==> config.mk <==
export PLATFORM = sky130hd
export DESIGN_NAME = uart_rx_core
export DESIGN_NICKNAME = d
export VERILOG_FILES = /design/src/rtl/uart_rx_core.sv
export SDC_FILE = /design/constraint.sdc
export NUM_CORES = 1
export LEC_CHECK = 0
export CORE_MARGIN = 1
export CORE_UTILIZATION = 43
export DETAILED_ROUTE_END_ITERATION = 7
export REMOVE_ABC_BUFFERS = 1
export SLEW_MARGIN = 20
export SYNTH_ARGS = -nofsm -noshare
export SYNTH_HDL_FRONTEND = slang
export SYNTH_SLANG_ARGS = --single-unit
==> constraint.sdc <==
create_clock -name clk -period 1.5 [get_ports clk]
set_input_delay 0.225 -clock clk [delete_from_list [all_inputs] [get_ports clk]]
set_output_delay 0.225 -clock clk [all_outputs]
set_load 0.03 [all_outputs]
==> src/rtl/uart_rx_core.sv <==
// uart_rx_core: 8N1 UART receiver, oversampled by the system clock, each bit
// sampled at its centre.
// Ports:
//   clk   - system clock, rising edge
//   rstn  - synchronous reset, active-high (1 = reset)
//   rxd   - asynchronous serial input, idles high
//   done  - one-cycle strobe, a freshly received byte is on data
//   data  - last correctly framed byte, bit0 = first data bit on the line
module uart_rx_core #(
  parameter int unsigned CLK_FREQ = 50_000_000,
  parameter int unsigned BAUD     = 115200
) (
  input  logic       clk,
  input  logic       rstn,
  input  logic       rxd,
  output logic       done,
  output logic [7:0] data
);

  localparam int unsigned BIT_CYC  = CLK_FREQ / BAUD;
  localparam int unsigned HALF_CYC = BIT_CYC / 2;
  localparam int unsigned CNT_W    = (BIT_CYC > 1) ? $clog2(BIT_CYC) : 1;

  localparam logic [CNT_W-1:0] CNT_HALF_END = CNT_W'(HALF_CYC - 1);
  localparam logic [CNT_W-1:0] CNT_BIT_END  = CNT_W'(BIT_CYC - 1);

  localparam logic [1:0] IDLE  = 2'd0;
  localparam logic [1:0] START = 2'd1;
  localparam logic [1:0] DATA  = 2'd2;
  localparam logic [1:0] STOP  = 2'd3;

  logic             rx_meta;
  logic             rx_s;
  logic             rx_prev;
  logic             start_edge;

  logic [1:0]       state;
  logic [1:0]       state_nxt;
  logic [CNT_W-1:0] cnt;
  logic [CNT_W-1:0] cnt_nxt;
  logic [2:0]       idx;
  logic [2:0]       idx_nxt;
  logic [7:0]       shift;
  logic [7:0]       shift_nxt;
  logic [7:0]       data_nxt;
  logic             done_nxt;

  // Two-flop synchroniser plus a history flop for falling-edge detection.
  always_ff @(posedge clk) begin
    if (rstn) begin
      rx_meta <= 1'b1;
      rx_s    <= 1'b1;
      rx_prev <= 1'b1;
    end else begin
      rx_meta <= rxd;
      rx_s    <= rx_meta;
      rx_prev <= rx_s;
    end
  end

  // Only a high-to-low transition starts a frame, so a held-low break is ignored.
  assign start_edge = rx_prev & ~rx_s;

  // State and datapath registers.
  always_ff @(posedge clk) begin
    if (rstn) begin
      state <= IDLE;
      cnt   <= '0;
      idx   <= '0;
      shift <= '0;
      data  <= '0;
      done  <= 1'b0;
    end else begin
      state <= state_nxt;
      cnt   <= cnt_nxt;
      idx   <= idx_nxt;
      shift <= shift_nxt;
      data  <= data_nxt;
      done  <= done_nxt;
    end
  end

  // Next-state and datapath update; IDLE is re-entered at the stop-bit centre
  // so a following start bit can be caught without an idle bit.
  always_comb begin
    state_nxt = state;
    cnt_nxt   = cnt;
    idx_nxt   = idx;
    shift_nxt = shift;
    data_nxt  = data;
    done_nxt  = 1'b0;

    case (state)
      IDLE: begin
        cnt_nxt = '0;
        if (start_edge) begin
          state_nxt = START;
        end
      end

      START: begin
        if (cnt == CNT_HALF_END) begin
          cnt_nxt   = '0;
          idx_nxt   = '0;
          // A line back high at mid start bit was a glitch.
          state_nxt = rx_s ? IDLE : DATA;
        end else begin
          cnt_nxt = cnt + CNT_W'(1);
        end
      end

      DATA: begin
        if (cnt == CNT_BIT_END) begin
          cnt_nxt        = '0;
          shift_nxt[idx] = rx_s;
          if (idx == 3'd7) begin
            state_nxt = STOP;
          end else begin
            idx_nxt = idx + 3'd1;
          end
        end else begin
          cnt_nxt = cnt + CNT_W'(1);
        end
      end

      STOP: begin
        if (cnt == CNT_BIT_END) begin
          cnt_nxt   = '0;
          state_nxt = IDLE;
          // A low stop bit is a framing error: the byte is dropped silently.
          if (rx_s) begin
            data_nxt = shift;
            done_nxt = 1'b1;
          end
        end else begin
          cnt_nxt = cnt + CNT_W'(1);
        end
      end

      default: begin
        state_nxt = IDLE;
        cnt_nxt   = '0;
      end
    endcase
  end

endmodule

# Yosys cells after proc, flatten, opt, wreduce, memory -nomap -nowiden
# Index checks and enable logic that the tools add are counted.
[op_classes]
shift = 0
n_addsub = 2
multipliers = 0
n_div = 0
mux = 18
order_cmp = 2
n_bitwise = 4
n_eq_ne = 12
reduce_logical = 9
[op_table]
columns = ["cell", "count"]
rows = [
  ["$pmux W9 S3", 1],
  ["$mux W9", 2],
  ["$mux W2", 6],
  ["$ne A2 B2 Y1 const B", 6],
  ["$add A9 B1 Y9 const B", 1],
  ["$eq A9 B8 Y1 const B", 1],
  ["$eq A9 B9 Y1 const B", 1],
  ["$mux W3", 3],
  ["$bwmux W8", 1],
  ["$pmux W2 S4", 1],
  ["$pmux W3 S2", 1],
  ["$reduce_and A5 Y1", 1],
  ["$eq A2 B2 Y1 const B", 2],
  ["$lt A3 B4 Y1 const B", 1],
  ["$reduce_and A4 Y1", 1],
  ["$add A3 B1 Y3 const B", 1],
  ["$demux W1 S3", 1],
  ["$eq A3 B3 Y1 const B", 1],
  ["$ge A3 B1 Y1 const B", 1],
  ["$not A1 Y1", 3],
  ["$reduce_and A3 Y1", 1],
  ["$reduce_or A3 Y1", 1],
  ["$eq A2 B1 Y1 const B", 1],
  ["$logic_not A2 Y1", 1],
  ["6 further kinds", 7],
]
[totals]
ramBits = 0
out_inout_bits = 9
word_cells = 56
rom_bits = 0
regBits = 34
inputBits = 3
memories = 0
latchBits = 0

# Longest topological paths before layout
# Gate-level depths: netlist of run 1.
[depth]
depth_word = 5
depth_mapped = 7
ltp_nobuf = 6

# Worst setup path before layout of run 1
# No wires, ideal clock.
[synth_timing]
kind = "reg-to-reg"
from = "register cnt[0]"
to = "register cnt[5]"
path_slack_ns = -0.080
arrival_time_ns = 1.517
setup_time_ns = 0.062
synth_period_minus_slack_ns = 1.580
n_path_buf = 1
required_ns = 1.438
stages_incl_launch_ff = 8
cell_sequence = "dfxtp_1 > inv_1 > ha_1 > and4b_1 > a211o_1 > a21o_1 > buf_6 > nor2_2"
[synth_between]
elab_chain_len = 3
elab_cells_between_ends = 6
classes_between = "1 x add/sub; 2 x eq/ne; 3 x mux"
[synth_lines]
columns = ["element", "line_no", "text"]
rows = [
  ["start: declaration", "39", "logic [CNT_W-1:0] cnt;"],
  ["start signal: assignment", "75", "cnt <= cnt_nxt;"],
  ["$add A9 B1 Y9, or another cell as far along", "108, 122, 136", ""],
  ["$mux W9 (on tied branches)", "113, 127, 102", ""],
  ["$pmux W9 S3 (*)", "93", "case (state)"],
]
# Every way passes the cells marked *; elsewhere a longest branch is shown, timed or not.
# A chain may end at the register's enable or synchronous reset.

# Worst setup path in the final report of run 1
[layout_timing]
from = "register cnt[0]"
to = "register cnt[4]"
# Same word-level chain as after synthesis.

==> key figures, run 1 <==
Outcome
  • Outcome: complete, but fails checks
  • Violations in the final reports: negative setup slack

Power
  • NetSw: 0.339 mW
  • Net Sw Frac: 0.209
  • Static Leakage: 0.798 nW
  • Portion of total power attributed to combinational logic: 0.034
  • Internal: 1.28 mW
  • Clock share of power: 0.403
  • Total power after layout: 1.62 mW
  • Maximum resistive drop on vdd: 0.623 mV
  • Proportion of power drawn by flip-flops and latches: 0.563
  • Power Dens Cells: 799 mW/mm2

STA
  • Setup violators final: 9
  • Max-Slew Margin vs Limit: 0.739
  • Number of pins exceeding their max-slew limit in the final report: 0
  • Max Fclk: 0.652 GHz
  • Minimum clock period after layout: 1530 ps
  • Pin slew with the least headroom to its limit: 389 ps
  • Final Cycle Share: 1.02
  • Total negative setup slack: -131 ps
  • Clock Skew: 9.87 ps
  • Final hold viol count: 0
  • Worst path setup slack after routing: -32.6 ps
  • Unrepaired setup endpoints after global routing: true

Clocking
  • Clock tree from TritonCTS: built
  • Inserted Clock Buffers: 5
  • Insertion delay to the later sink of the worst-skew pair: 340 ps
  • Clock root buffer: sky130_fd_sc_hd__clkbuf_4
  • TritonCTS sink count: 34
  • Clock transition at path regs: 100 ps
  • H-tree Lvls: 2
  • Clock Path Buffers: 2

Floorplan
  • Die extent in x: 62.3 um
  • Height of the die: 62.3 um
  • Placement Rows: 21
  • Initial cell density of the core: 0.457
  • Count of pins on the block boundary: 12
  • Core Box Area: 0.00342 mm2
  • Die ar.: 0.00388 mm2

Placement
  • Total of buffers placed on input and output ports: 11
  • Number of cells in the design after placement: 233
  • Total placed instance area: 0.00185 mm2
  • Gp weighted congestion: 0.797
  • HPWL reported at the end of detailed placement: 2.28 mm

Global routing
  • Total congestion overflow after global routing: 0
  • First-pass GRT wire length: 5.67 mm
  • Aggregate global-route resource usage: 0.191
  • Number of antenna violations at the first check in global routing: 0
  • Via count of the first global-routing pass: 1,230
  • Pin count of the biggest net entering global routing: 15

Critical path
  • Critical Path, Cell by Cell: inv_2 -> ha_2 -> and4b_1 -> a211o_1 -> a21o_4 -> nor2_2
  • Cell family with most CP delay: compound AO/OA/AOI/OAI gates
  • Peak fanout along the critical path: 4
  • Worst setup SP type: flip-flop
  • WS Path Type: reg2reg
  • Cell with the largest stage delay on the worst path: sky130_fd_sc_hd__dfxtp_4
  • WP data arrival: 1820 ps
  • Total buffers and inverters traversed by the critical path: 1
  • Largest stage delay on the critical path: 380 ps
  • Endpoint type of the worst setup path: flip-flop
  • Data required time of the critical path: 1780 ps
  • Setup slack, reg-to-reg: -30 ps

Logic synthesis
  • Most repeated cell in the gate-level netlist after synthesis: sky130_fd_sc_hd__dfxtp_1
  • Synth area leader: sky130_fd_sc_hd__dfxtp_1
  • Portion of synthesized cell area occupied by the leading cell type: 0.436
  • Predominant post-synthesis flop cell: sky130_fd_sc_hd__dfxtp_1
  • Number of enable flip-flop cells after synthesis: 0
  • Cell Area, Synth: 0.00156 mm2
  • Fraction of the yosys area taken by sequential cells: 0.436
  • Synth Warn #: 0
  • Largest cells by area after synthesis: sky130_fd_sc_hd__dfxtp_1 44%, sky130_fd_sc_hd__mux2i_1 5.8%, sky130_fd_sc_hd__ha_1 4.0%, sky130_fd_sc_hd__nor2_1 3.8%, sky130_fd_sc_hd__xnor2_1 3.4%
  • Per-instance average area after synthesis: 9.70 um2
  • Fraction of registers with async set/reset: 0
  • Flops & latches, synth: 34
  • Unique cell type count in the Yosys netlist: 38
  • List of most frequent post-synthesis cells: 34 x sky130_fd_sc_hd__dfxtp_1, 16 x sky130_fd_sc_hd__nor2_1, 10 x sky130_fd_sc_hd__inv_1, 9 x sky130_fd_sc_hd__a21oi_1, 9 x sky130_fd_sc_hd__mux2i_1
  • Gate count of the mapped netlist: 161

Routing
  • Wire per inst: 13.8 um
  • Overall routed net length: 3.36 mm
  • Antenna violation net count after detailed routing: 0
  • 1st-iter DRT viols: 37
  • Routed length on met3: 137 um
  • Total vias in the final route: 1,240
  • Total length of routed met2 wires: 1.52 mm
  • DRC errors left: 0
  • Highest routing layer actually used: met4
  • Mean number of vias per cell: 5.10
  • Detailed-routing iteration count for the pre-antenna-repair pass: 4
  • Detailed-routing wirelength on met1: 1.64 mm

Job
  • Max-Cap Viols: 0

Cells and area
  • Number of antenna repair diodes: 0
  • Util after Layout: 0.595
  • Share of cells above drive strength 1: 0.325
  • Post-Layout Cell Count: 243
  • Post-synthesis to final-layout area growth: 30.0%
  • Total non-filler cell area in the finished layout: 0.00203 mm2
  • Total Nets Final: 204

Hold path
  • Hold crit path type: reg2reg
==> registers in the layout, indices dropped and copies added (netlist names), 3 cells and up, named ones only <==
signal	count
shift	8
idx	3
data	8
cnt	9
==> layer usage <==
| metal | vias to the layer above | global-route usage |
|---|---|---|
| met4 | 0 | 0.0843 |
| li1 | 638 | - |
| met3 | 9 | 0.0625 |
| met2 | 22 | 0.286 |
| met1 | 571 | 0.249 |
| met5 | - | 0 |
==> power by group through the flow <==
stage          Sequential [mW]  Clock [mW]  Combinational [mW]
3_3_place_gp             0.934           0              0.0449
4_1_cts                  0.913       0.669              0.0520
3_5_place_dp             0.934           0              0.0458
5_1_grt                  0.915       0.718              0.0603
2_1_floorplan            0.934           0              0.0183
6_report                 0.913       0.653              0.0558
==> area by class of cell <==
class / instances / area [um2]
tap: 46 / 57.6
sequential: 34 / 689
multi-input combinational: 113 / 911
fill: 303 / 1390
clock inverter: 1 / 30.0
timing repair buffer: 32 / 260
inverter: 10 / 37.5
clock buffer: 7 / 45.0
==> placed cells by master (no fill, tap or decap), types with 6 or more instances in the layout <==
master                          instances
sky130_fd_sc_hd__dlygate4sd2_1          9
sky130_fd_sc_hd__a21oi_1                6
sky130_fd_sc_hd__buf_4                 20
sky130_fd_sc_hd__nor2_2                 9
sky130_fd_sc_hd__mux2i_1                9
sky130_fd_sc_hd__nor2_1                14
sky130_fd_sc_hd__xnor2_1                6
sky130_fd_sc_hd__dfxtp_1               29
sky130_fd_sc_hd__inv_1                  8
==> final timing paths <==
check / from / end / cells after the start
setup / recovery: cnt[0] / cnt[4] / 6
setup reg to reg: cnt[0] / cnt[4] / 6
hold reg to reg: rx_meta / rx_s / 1
hold / removal: rx_meta / rx_s / 1
==> timing repair <==
item | CTS | global route
buffers inserted | 1 | 1
hold endpoints to repair | 0 | 0
pin swaps | 15 | 14
resized for setup | 24 | 16
hold buffers | 0 | 0
gates cloned | 1 | 0
endpoints found under the setup margin | 29 | 22
==> worst register-to-register path, delay by kind of cell, from the launching register on <==
| kind | cells | cell delay, ps |
|---|---|---|
| flip-flops | 1 | 380 |
| AND/OR/NAND/NOR | 2 | 320 |
| adder cells (fa/ha/maj) | 1 | 160 |
| AO/OA/AOI/OAI | 2 | 600 |
| buffers and inverters | 1 | 40 |
==> through the flow <==
step           setup slack, ps  hold slack (ps)
2_1_floorplan            -96.6              294
3_3_place_gp              -129              393
3_5_place_dp              -151              396
4_1_cts                  -21.6              421
5_1_grt                  -85.0              418
6_report                 -32.6              417
==> cells by family after synthesis <==
family | Yosys count | synth area share
xor gates and xnor gates | 7 | 0.0393
buffers and inverters | 15 | 0.0417
and+or+nand+nor | 67 | 0.292
adders and majority gates | 5 | 0.0401
muxes | 9 | 0.0577
AOI/OAI and AO/OA | 24 | 0.0937
DFF | 34 | 0.436
(Power assumes the default switching activity.)
==> run 2, diff against run 1 <==
--- a/config.mk
+++ b/config.mk
@@ -5,6 +5,7 @@
 export SDC_FILE = /design/constraint.sdc
 export NUM_CORES = 1
 export LEC_CHECK = 0
+export ABC_AREA = 1
 export CORE_MARGIN = 1
 export CORE_UTILIZATION = 43
 export DETAILED_ROUTE_END_ITERATION = 7
==> run 2 against run 1 <==
  * The run now ends clean
  * Sequential share of layout area is 0.98 points higher
  * Wire length is 3.3% lower
  * Core utilization down 2.0 points
  * Non-clock buffer count decreased by 6
  * Critical endpoint is now shift[7]
  * Cell area fell by 3.3%
  * Global-route usage decreased by 1.3 points
  * Power rose by 9.2%
==> key figures, run 2 <==
Critical path
  • Largest stage delay on the critical path: 330 ps
  • Total buffers and inverters traversed by the critical path: 2
  • Crit Reg-Reg Endpoint: shift[7]
  • Cell family with most CP delay: simple AND/OR/NAND/NOR gates
  • Data required time of the critical path: 1780 ps
  • Cell with the largest stage delay on the worst path: sky130_fd_sc_hd__dfxtp_2
  • Endpoint type of the worst setup path: flip-flop
  • Setup slack, reg-to-reg: 50 ps
  • WP data arrival: 1730 ps
  • Worst setup SP type: flip-flop
  • Critical Path, Cell by Cell: inv_2 -> ha_4 -> nand2_4 -> nor2_4 -> nand2_4 -> buf_4 -> nor2_4 -> nand4_1 -> a21oi_1
  • WS Path Type: reg2reg
  • Launch instance of the worst register-to-register path: cnt[1]
  • Peak fanout along the critical path: 8
  • Number of cells on the worst reg-to-reg path: 9

Outcome
  • Outcome: complete, no violations

Routing
  • Total vias in the final route: 1,380
  • Wire per inst: 10.8 um
  • Antenna violation net count after detailed routing: 0
  • Detailed-routing iteration count for the pre-antenna-repair pass: 4
  • 1st-iter DRT viols: 85
  • Overall routed net length: 3.25 mm
  • Mean number of vias per cell: 4.60
  • DRC errors left: 0

Global routing
  • Number of antenna violations at the first check in global routing: 0
  • First-pass GRT wire length: 5.38 mm
  • Total congestion overflow after global routing: 0
  • Via count of the first global-routing pass: 1,228
  • Pin count of the biggest net entering global routing: 15
  • Aggregate global-route resource usage: 0.178

STA
  • Final Cycle Share: 0.967
  • Final Hold Slack: 420 ps
  • Clock Skew: 10.3 ps
  • Number of pins exceeding their max-slew limit in the final report: 0
  • Pin slew with the least headroom to its limit: 308 ps
  • Minimum clock period after layout: 1450 ps
  • Setup violators final: 0
  • Final hold viol count: 0
  • Max-Slew Margin vs Limit: 0.795
  • Max Fclk: 0.690 GHz
  • Unrepaired setup endpoints after global routing: true

Cells and area
  • Total non-filler cell area in the finished layout: 0.00196 mm2
  • Footprint of the flip-flops and latches: 686 um2
  • Largest register FFs: 9
  • Total area of multi-input combinational cells: 822 um2
  • Total Nets Final: 261
  • Post-synthesis to final-layout area growth: 25.8%
  • Share of cells above drive strength 1: 0.209
  • Reg with most FFs: cnt
  • Largest registers: cnt x9, data x8, shift x8
  • Most frequent standard cell in the layout excluding fill and tap cells: sky130_fd_sc_hd__nor2_1
  • Number of antenna repair diodes: 0
  • Highest-count cells in the layout ignoring fill and taps: 46 x sky130_fd_sc_hd__nor2_1, 44 x sky130_fd_sc_hd__nand2_1, 30 x sky130_fd_sc_hd__dfxtp_1
  • Total of fill cells in the finished design: 344

Hold path
  • Hold crit path type: reg2reg
  • Hold endpoint: rx_s
  • Start point of the worst hold path: rx_meta
  • Hold Crit Depth: 1

Logic synthesis
  • Number of enable flip-flop cells after synthesis: 0
  • Flops & latches, synth: 34
  • Fraction of the yosys area taken by sequential cells: 0.436
  • Cell Area, Synth: 0.00156 mm2
  • Largest cells by area after synthesis: sky130_fd_sc_hd__dfxtp_1 44%, sky130_fd_sc_hd__nor2_1 12%, sky130_fd_sc_hd__nand2_1 11%, sky130_fd_sc_hd__inv_1 6.5%, sky130_fd_sc_hd__ha_1 4.0%
  • Fraction of registers with async set/reset: 0
  • Gate count of the mapped netlist: 221
  • List of most frequent post-synthesis cells: 49 x sky130_fd_sc_hd__nor2_1, 46 x sky130_fd_sc_hd__nand2_1, 34 x sky130_fd_sc_hd__dfxtp_1, 27 x sky130_fd_sc_hd__inv_1, 11 x sky130_fd_sc_hd__nand3_1
  • Predominant post-synthesis flop cell: sky130_fd_sc_hd__dfxtp_1
  • Synth area leader: sky130_fd_sc_hd__dfxtp_1
  • Synth Warn #: 0
  • Most repeated cell in the gate-level netlist after synthesis: sky130_fd_sc_hd__nor2_1
  • Unique cell type count in the Yosys netlist: 24
  • Per-instance average area after synthesis: 7.06 um2
  • Portion of synthesized cell area occupied by the leading cell type: 0.436

Clocking
  • Clock Path Buffers: 2
  • Clock root buffer: sky130_fd_sc_hd__clkbuf_4
  • Clock tree from TritonCTS: built
  • Total of hold buffers inserted after clock tree synthesis: 0
  • Insertion delay to the later sink of the worst-skew pair: 340 ps
  • Inserted Clock Buffers: 5
  • Clock transition at path regs: 110 ps
  • TritonCTS sink count: 34
  • H-tree Lvls: 2

Placement
  • HPWL reported at the end of detailed placement: 2.07 mm
  • Total placed instance area: 0.00178 mm2
  • Gp weighted congestion: 0.839
  • Total of buffers placed on input and output ports: 11

Power
  • Portion of total power attributed to combinational logic: 0.155
  • Maximum resistive drop on vdd: 0.484 mV
  • Net Sw Frac: 0.288
  • Static Leakage: 0.903 nW
  • NetSw: 0.511 mW
  • Proportion of power drawn by flip-flops and latches: 0.542
  • Internal: 1.26 mW
  • Power Dens Cells: 902 mW/mm2
  • Total power after layout: 1.77 mW
  • Clock share of power: 0.303

Floorplan
  • Placement Rows: 21
  • Count of pins on the block boundary: 12
  • Initial cell density of the core: 0.457
  • Die ar.: 0.00387 mm2
  • Die extent in x: 62.2 um
  • Height of the die: 62.2 um
  • Core Box Area: 0.00342 mm2

Job
  • Max-Cap Viols: 0
[run 2: cell types whose count changed after synthesis, moves of 3 or more]
cell / before / now
sky130_fd_sc_hd__nand2b_1: 3 / 0
sky130_fd_sc_hd__nor2_2: 7 / 2
sky130_fd_sc_hd__nand3b_1: 3 / 0
sky130_fd_sc_hd__nand3_1: 4 / 11
sky130_fd_sc_hd__or3_1: 6 / 0
sky130_fd_sc_hd__o21ai_0: 7 / 10
sky130_fd_sc_hd__nand2_1: 5 / 46
sky130_fd_sc_hd__a311oi_1: 3 / 0
sky130_fd_sc_hd__nor2_1: 16 / 49
sky130_fd_sc_hd__xnor2_1: 6 / 2
sky130_fd_sc_hd__inv_1: 10 / 27
sky130_fd_sc_hd__mux2i_1: 9 / 0
[run 2: stage by stage]
stage | worst slack [ps] | utilization | TNS [ps] | cells
final | 49.9 | 0.575 | 0 | 300
after global routing | -44.6 | 0.575 | -358 | 300
after CTS | 14.5 | 0.542 | 0 | 295
after detailed placement | -97.1 | 0.522 | -671 | 285
after global placement | -45.6 | 0.522 | -219 | 285
after floorplan | 79.5 | - | 0 | 218
[run 2: worst max path at each step]
stage	from	endpoint	slack, ps	cells past startpoint
after floorplan	cnt[0]	data[0]	80	8
after global placement	cnt[1]	data[4]	-50	9
after detailed placement	cnt[1]	data[2]	-100	9
after CTS	cnt[1]	data[6]	10	9
after global routing	cnt[1]	data[7]	-40	9
final	cnt[1]	shift[7]	50	9
[run 2: metal layers]
metal,vias up,GRT usage,part of all wire
li1,758,-,-
met1,595,0.244,0.53
met2,25,0.246,0.43
met3,2,0.0441,0.032
met4,0,0.113,0.0074
met5,-,0,0
[run 2: repair_timing]
| item | 4_1_cts | 5_1_grt |
|---|---|---|
| cloned | 0 | 2 |
| setup buffers | 2 | 3 |
| resized for setup | 11 | 26 |
| pin swaps | 2 | 11 |
| endpoints found under the setup margin | 20 | 22 |
[run 2: logic make-up after synthesis]
logic type / Yosys count / synth area share
flops: 34 / 0.436
simple gates: 125 / 0.350
compound gates: 20 / 0.0642
buf+inv: 33 / 0.0866
fa+ha+maj: 5 / 0.0401
xor+xnor: 4 / 0.0225
[run 2: power groups by stage]
stage	logic, mW	registers [mW]	clock network, mW
final	0.274	0.961	0.537
after global routing	0.312	0.967	0.591
after CTS	0.242	0.957	0.551
after detailed placement	0.239	0.978	0
after global placement	0.238	0.978	0
after floorplan	0.159	0.980	0
[run 2: worst register-to-register path, stage by stage (launching register included)]
cell	delay [ps]
sky130_fd_sc_hd__dfxtp_2	330
sky130_fd_sc_hd__inv_2	70
sky130_fd_sc_hd__ha_4	150
sky130_fd_sc_hd__nand2_4	50
sky130_fd_sc_hd__nor2_4	120
sky130_fd_sc_hd__nand2_4	100
sky130_fd_sc_hd__buf_4	160
sky130_fd_sc_hd__nor2_4	150
sky130_fd_sc_hd__nand4_1	110
sky130_fd_sc_hd__a21oi_1	160
[run 2: cell type report]
| class | instances | share of cell area |
|---|---|---|
| Tap cell | 46 | 0.0293 |
| Sequential cell | 34 | 0.349 |
| Inverter | 30 | 0.0586 |
| Multi-Input combinational cell | 156 | 0.419 |
| Clock inverter | 1 | 0.00255 |
| Clock buffer | 7 | 0.0280 |
| Timing Repair Buffer | 26 | 0.113 |
==> run 3, diff against run 2 <==
--- a/config.mk
+++ b/config.mk
@@ -6,7 +6,7 @@
 export NUM_CORES = 1
 export LEC_CHECK = 0
 export ABC_AREA = 1
-export CORE_MARGIN = 1
+export CORE_MARGIN = 2
 export CORE_UTILIZATION = 43
 export DETAILED_ROUTE_END_ITERATION = 7
 export REMOVE_ABC_BUFFERS = 1
==> run 3 against run 2 <==
  * Critical path depth grew 1
  * Global-route usage shrank 1.4 points
  * Cell area shrank 1.1%
  * First-iteration DRC count shrank 18%
  * Cell count shrank 1.7%
  * Flip-flop and latch count is the same
  * Sequential power is essentially flat
  * Clock power shrank 4.1%
  * Worst setup slack lost 20 ps
  * Register-to-register slack lost 20 ps
  * Maximum frequency shrank 1.4%
  * Clock-buffer cell count is the same
  * Critical endpoint is now cnt[3]
  * Largest power group unchanged
==> key figures, run 3 (synthesized netlist as in run 2, its figures left out) <==
Power
  • Clock share of power: 0.294
  • Proportion of power drawn by flip-flops and latches: 0.548
  • Internal: 1.26 mW
  • NetSw: 0.490 mW
  • Maximum resistive drop on vdd: 0.486 mV
  • Net Sw Frac: 0.280
  • Power Dens Cells: 902 mW/mm2
  • Static Leakage: 0.874 nW
  • Total power after layout: 1.75 mW
  • Portion of total power attributed to combinational logic: 0.158

Global routing
  • Via count of the first global-routing pass: 1,246
  • Number of antenna violations at the first check in global routing: 0
  • Pin count of the biggest net entering global routing: 16
  • First-pass GRT wire length: 5.29 mm
  • Total congestion overflow after global routing: 0
  • Aggregate global-route resource usage: 0.163

Clocking
  • Clock Path Buffers: 2
  • H-tree Lvls: 2
  • Clock transition at path regs: 100 ps
  • Clock root buffer: sky130_fd_sc_hd__clkbuf_4
  • Clock tree from TritonCTS: built
  • TritonCTS sink count: 34
  • Inserted Clock Buffers: 5
  • Insertion delay to the later sink of the worst-skew pair: 320 ps

Routing
  • Antenna violation net count after detailed routing: 0
  • DRC errors left: 0
  • Detailed-routing iteration count for the pre-antenna-repair pass: 4
  • 1st-iter DRT viols: 70
  • Mean number of vias per cell: 4.60
  • Total vias in the final route: 1,357
  • Wire per inst: 10.4 um
  • Overall routed net length: 3.07 mm

Placement
  • Gp weighted congestion: 0.810
  • Total of buffers placed on input and output ports: 11
  • HPWL reported at the end of detailed placement: 2.13 mm
  • Worst setup slack before clock tree synthesis: 18.7 ps

Critical path
  • Endpoint type of the worst setup path: flip-flop
  • Total buffers and inverters traversed by the critical path: 3
  • Critical Path, Cell by Cell: inv_2 -> ha_4 -> nand2_4 -> nor2_4 -> nand2_4 -> buf_6 -> inv_2 -> o21ai_2 -> nand2_2 -> nor3_2
  • Number of cells on the worst reg-to-reg path: 10
  • Worst setup SP type: flip-flop
  • Depth of the critical timing path with buffers and inverters included: 10
  • WP data arrival: 1730 ps
  • Data required time of the critical path: 1760 ps
  • Cell with the largest stage delay on the worst path: sky130_fd_sc_hd__dfxtp_2
  • Largest stage delay on the critical path: 340 ps
  • Cell family with most CP delay: simple AND/OR/NAND/NOR gates
  • WS Path Type: reg2reg
  • Peak fanout along the critical path: 9

STA
  • Max-Slew Margin vs Limit: 0.802
  • Max Fclk: 0.680 GHz
  • Worst path setup slack after routing: 30.0 ps
  • Minimum clock period after layout: 1470 ps
  • Number of pins exceeding their max-slew limit in the final report: 0
  • Clock Skew: 5.17 ps
  • Final Hold Slack: 418 ps
  • Unrepaired setup endpoints after global routing: true
  • Setup violators final: 0
  • Final hold viol count: 0
  • Pin slew with the least headroom to its limit: 297 ps
  • Final Cycle Share: 0.980

Cells and area
  • Largest register FFs: 9
  • Total Nets Final: 256
  • Highest-count cells in the layout ignoring fill and taps: 46 x sky130_fd_sc_hd__nor2_1, 45 x sky130_fd_sc_hd__nand2_1, 29 x sky130_fd_sc_hd__dfxtp_1
  • Number of antenna repair diodes: 0
  • Most frequent standard cell in the layout excluding fill and tap cells: sky130_fd_sc_hd__nor2_1
  • Reg with most FFs: cnt
  • Post-synthesis to final-layout area growth: 24.5%
  • Total of fill cells in the finished design: 341
  • Share of cells above drive strength 1: 0.217
  • Largest registers: cnt x9, data x8, shift x8

Floorplan
  • Core Box Area: 0.00342 mm2
  • Die ar.: 0.00413 mm2
  • Count of pins on the block boundary: 12
  • Initial cell density of the core: 0.457
  • Placement Rows: 21
  • Die extent in x: 64.2 um
  • Height of the die: 64.2 um

Hold path
  • Hold Crit Depth: 1
  • Hold crit path type: reg2reg

Outcome
  • Outcome: complete, no violations

Job
  • Max-Cap Viols: 0
==> run 3: cell count changes in the layout (fill, tap and decap cells not counted), sizes merged <==
cell,delta
buf,-5
==> run 3: worst reg2reg max path: stages, from the launching register on <==
cell	delay, ps
sky130_fd_sc_hd__dfxtp_2	340
sky130_fd_sc_hd__inv_2	50
sky130_fd_sc_hd__ha_4	160
sky130_fd_sc_hd__nand2_4	60
sky130_fd_sc_hd__nor2_4	40
sky130_fd_sc_hd__nand2_4	130
sky130_fd_sc_hd__buf_6	120
sky130_fd_sc_hd__inv_2	30
sky130_fd_sc_hd__o21ai_2	160
sky130_fd_sc_hd__nand2_2	150
sky130_fd_sc_hd__nor3_2	170
==> run 3: what timing repair did <==
item,CTS,global route
cloned,0,2
hold buffers,0,0
hold endpoints to repair,0,0
pin swaps,2,13
endpoints found under the setup margin,11,22
resized for setup,11,37
setup buffers,0,1
==> run 3: power by group through the flow <==
| stage | logic [mW] | registers [mW] | clock network [mW] |
|---|---|---|---|
| 2_1_floorplan | 0.159 | 0.980 | 0 |
| 3_3_place_gp | 0.238 | 0.978 | 0 |
| 3_5_place_dp | 0.238 | 0.979 | 0 |
| 4_1_cts | 0.239 | 0.957 | 0.541 |
| 5_1_grt | 0.317 | 0.967 | 0.573 |
| 6_report | 0.277 | 0.961 | 0.515 |
==> run 3: worst paths after layout <==
path	startpoint	to	slack (ps)
hold / removal	rx_meta	rx_s	420
setup / recovery	cnt[1]	cnt[3]	30
setup reg to reg	cnt[1]	cnt[3]	30
hold reg to reg	rx_meta	rx_s	420
==> run 3: stage by stage <==
step            util  setup TNS (ps)  instances  cell area [um2]
6_report       0.568               0        295             1940
4_1_cts        0.536               0        292             1830
2_1_floorplan      -               0        218             1540
3_3_place_gp   0.520               0        284             1780
3_5_place_dp   0.520               0        284             1780
5_1_grt        0.568           -1040        295             1940
==> run 3: final cells by class <==
cell class | count | area, um2 | share of cell area
Clock buffer | 7 | 55.1 | 0.0284
Clock inverter | 1 | 5.00 | 0.00258
Inverter | 30 | 115 | 0.0593
Multi-Input combinational cell | 156 | 837 | 0.431
Sequential cell | 34 | 687 | 0.354
Tap cell | 46 | 57.6 | 0.0296
Timing Repair Buffer | 21 | 185 | 0.0954
==> run 3: per-layer routing <==
metal | wire [um] | vias up | share of wire | track usage
met3 | 143 | 6 | 0.047 | 0.0423
met4 | 51 | 0 | 0.017 | 0.0638
li1 | - | 746 | - | -
met1 | 1600 | 580 | 0.52 | 0.225
met2 | 1270 | 25 | 0.41 | 0.243
met5 | 0 | - | 0 | 0
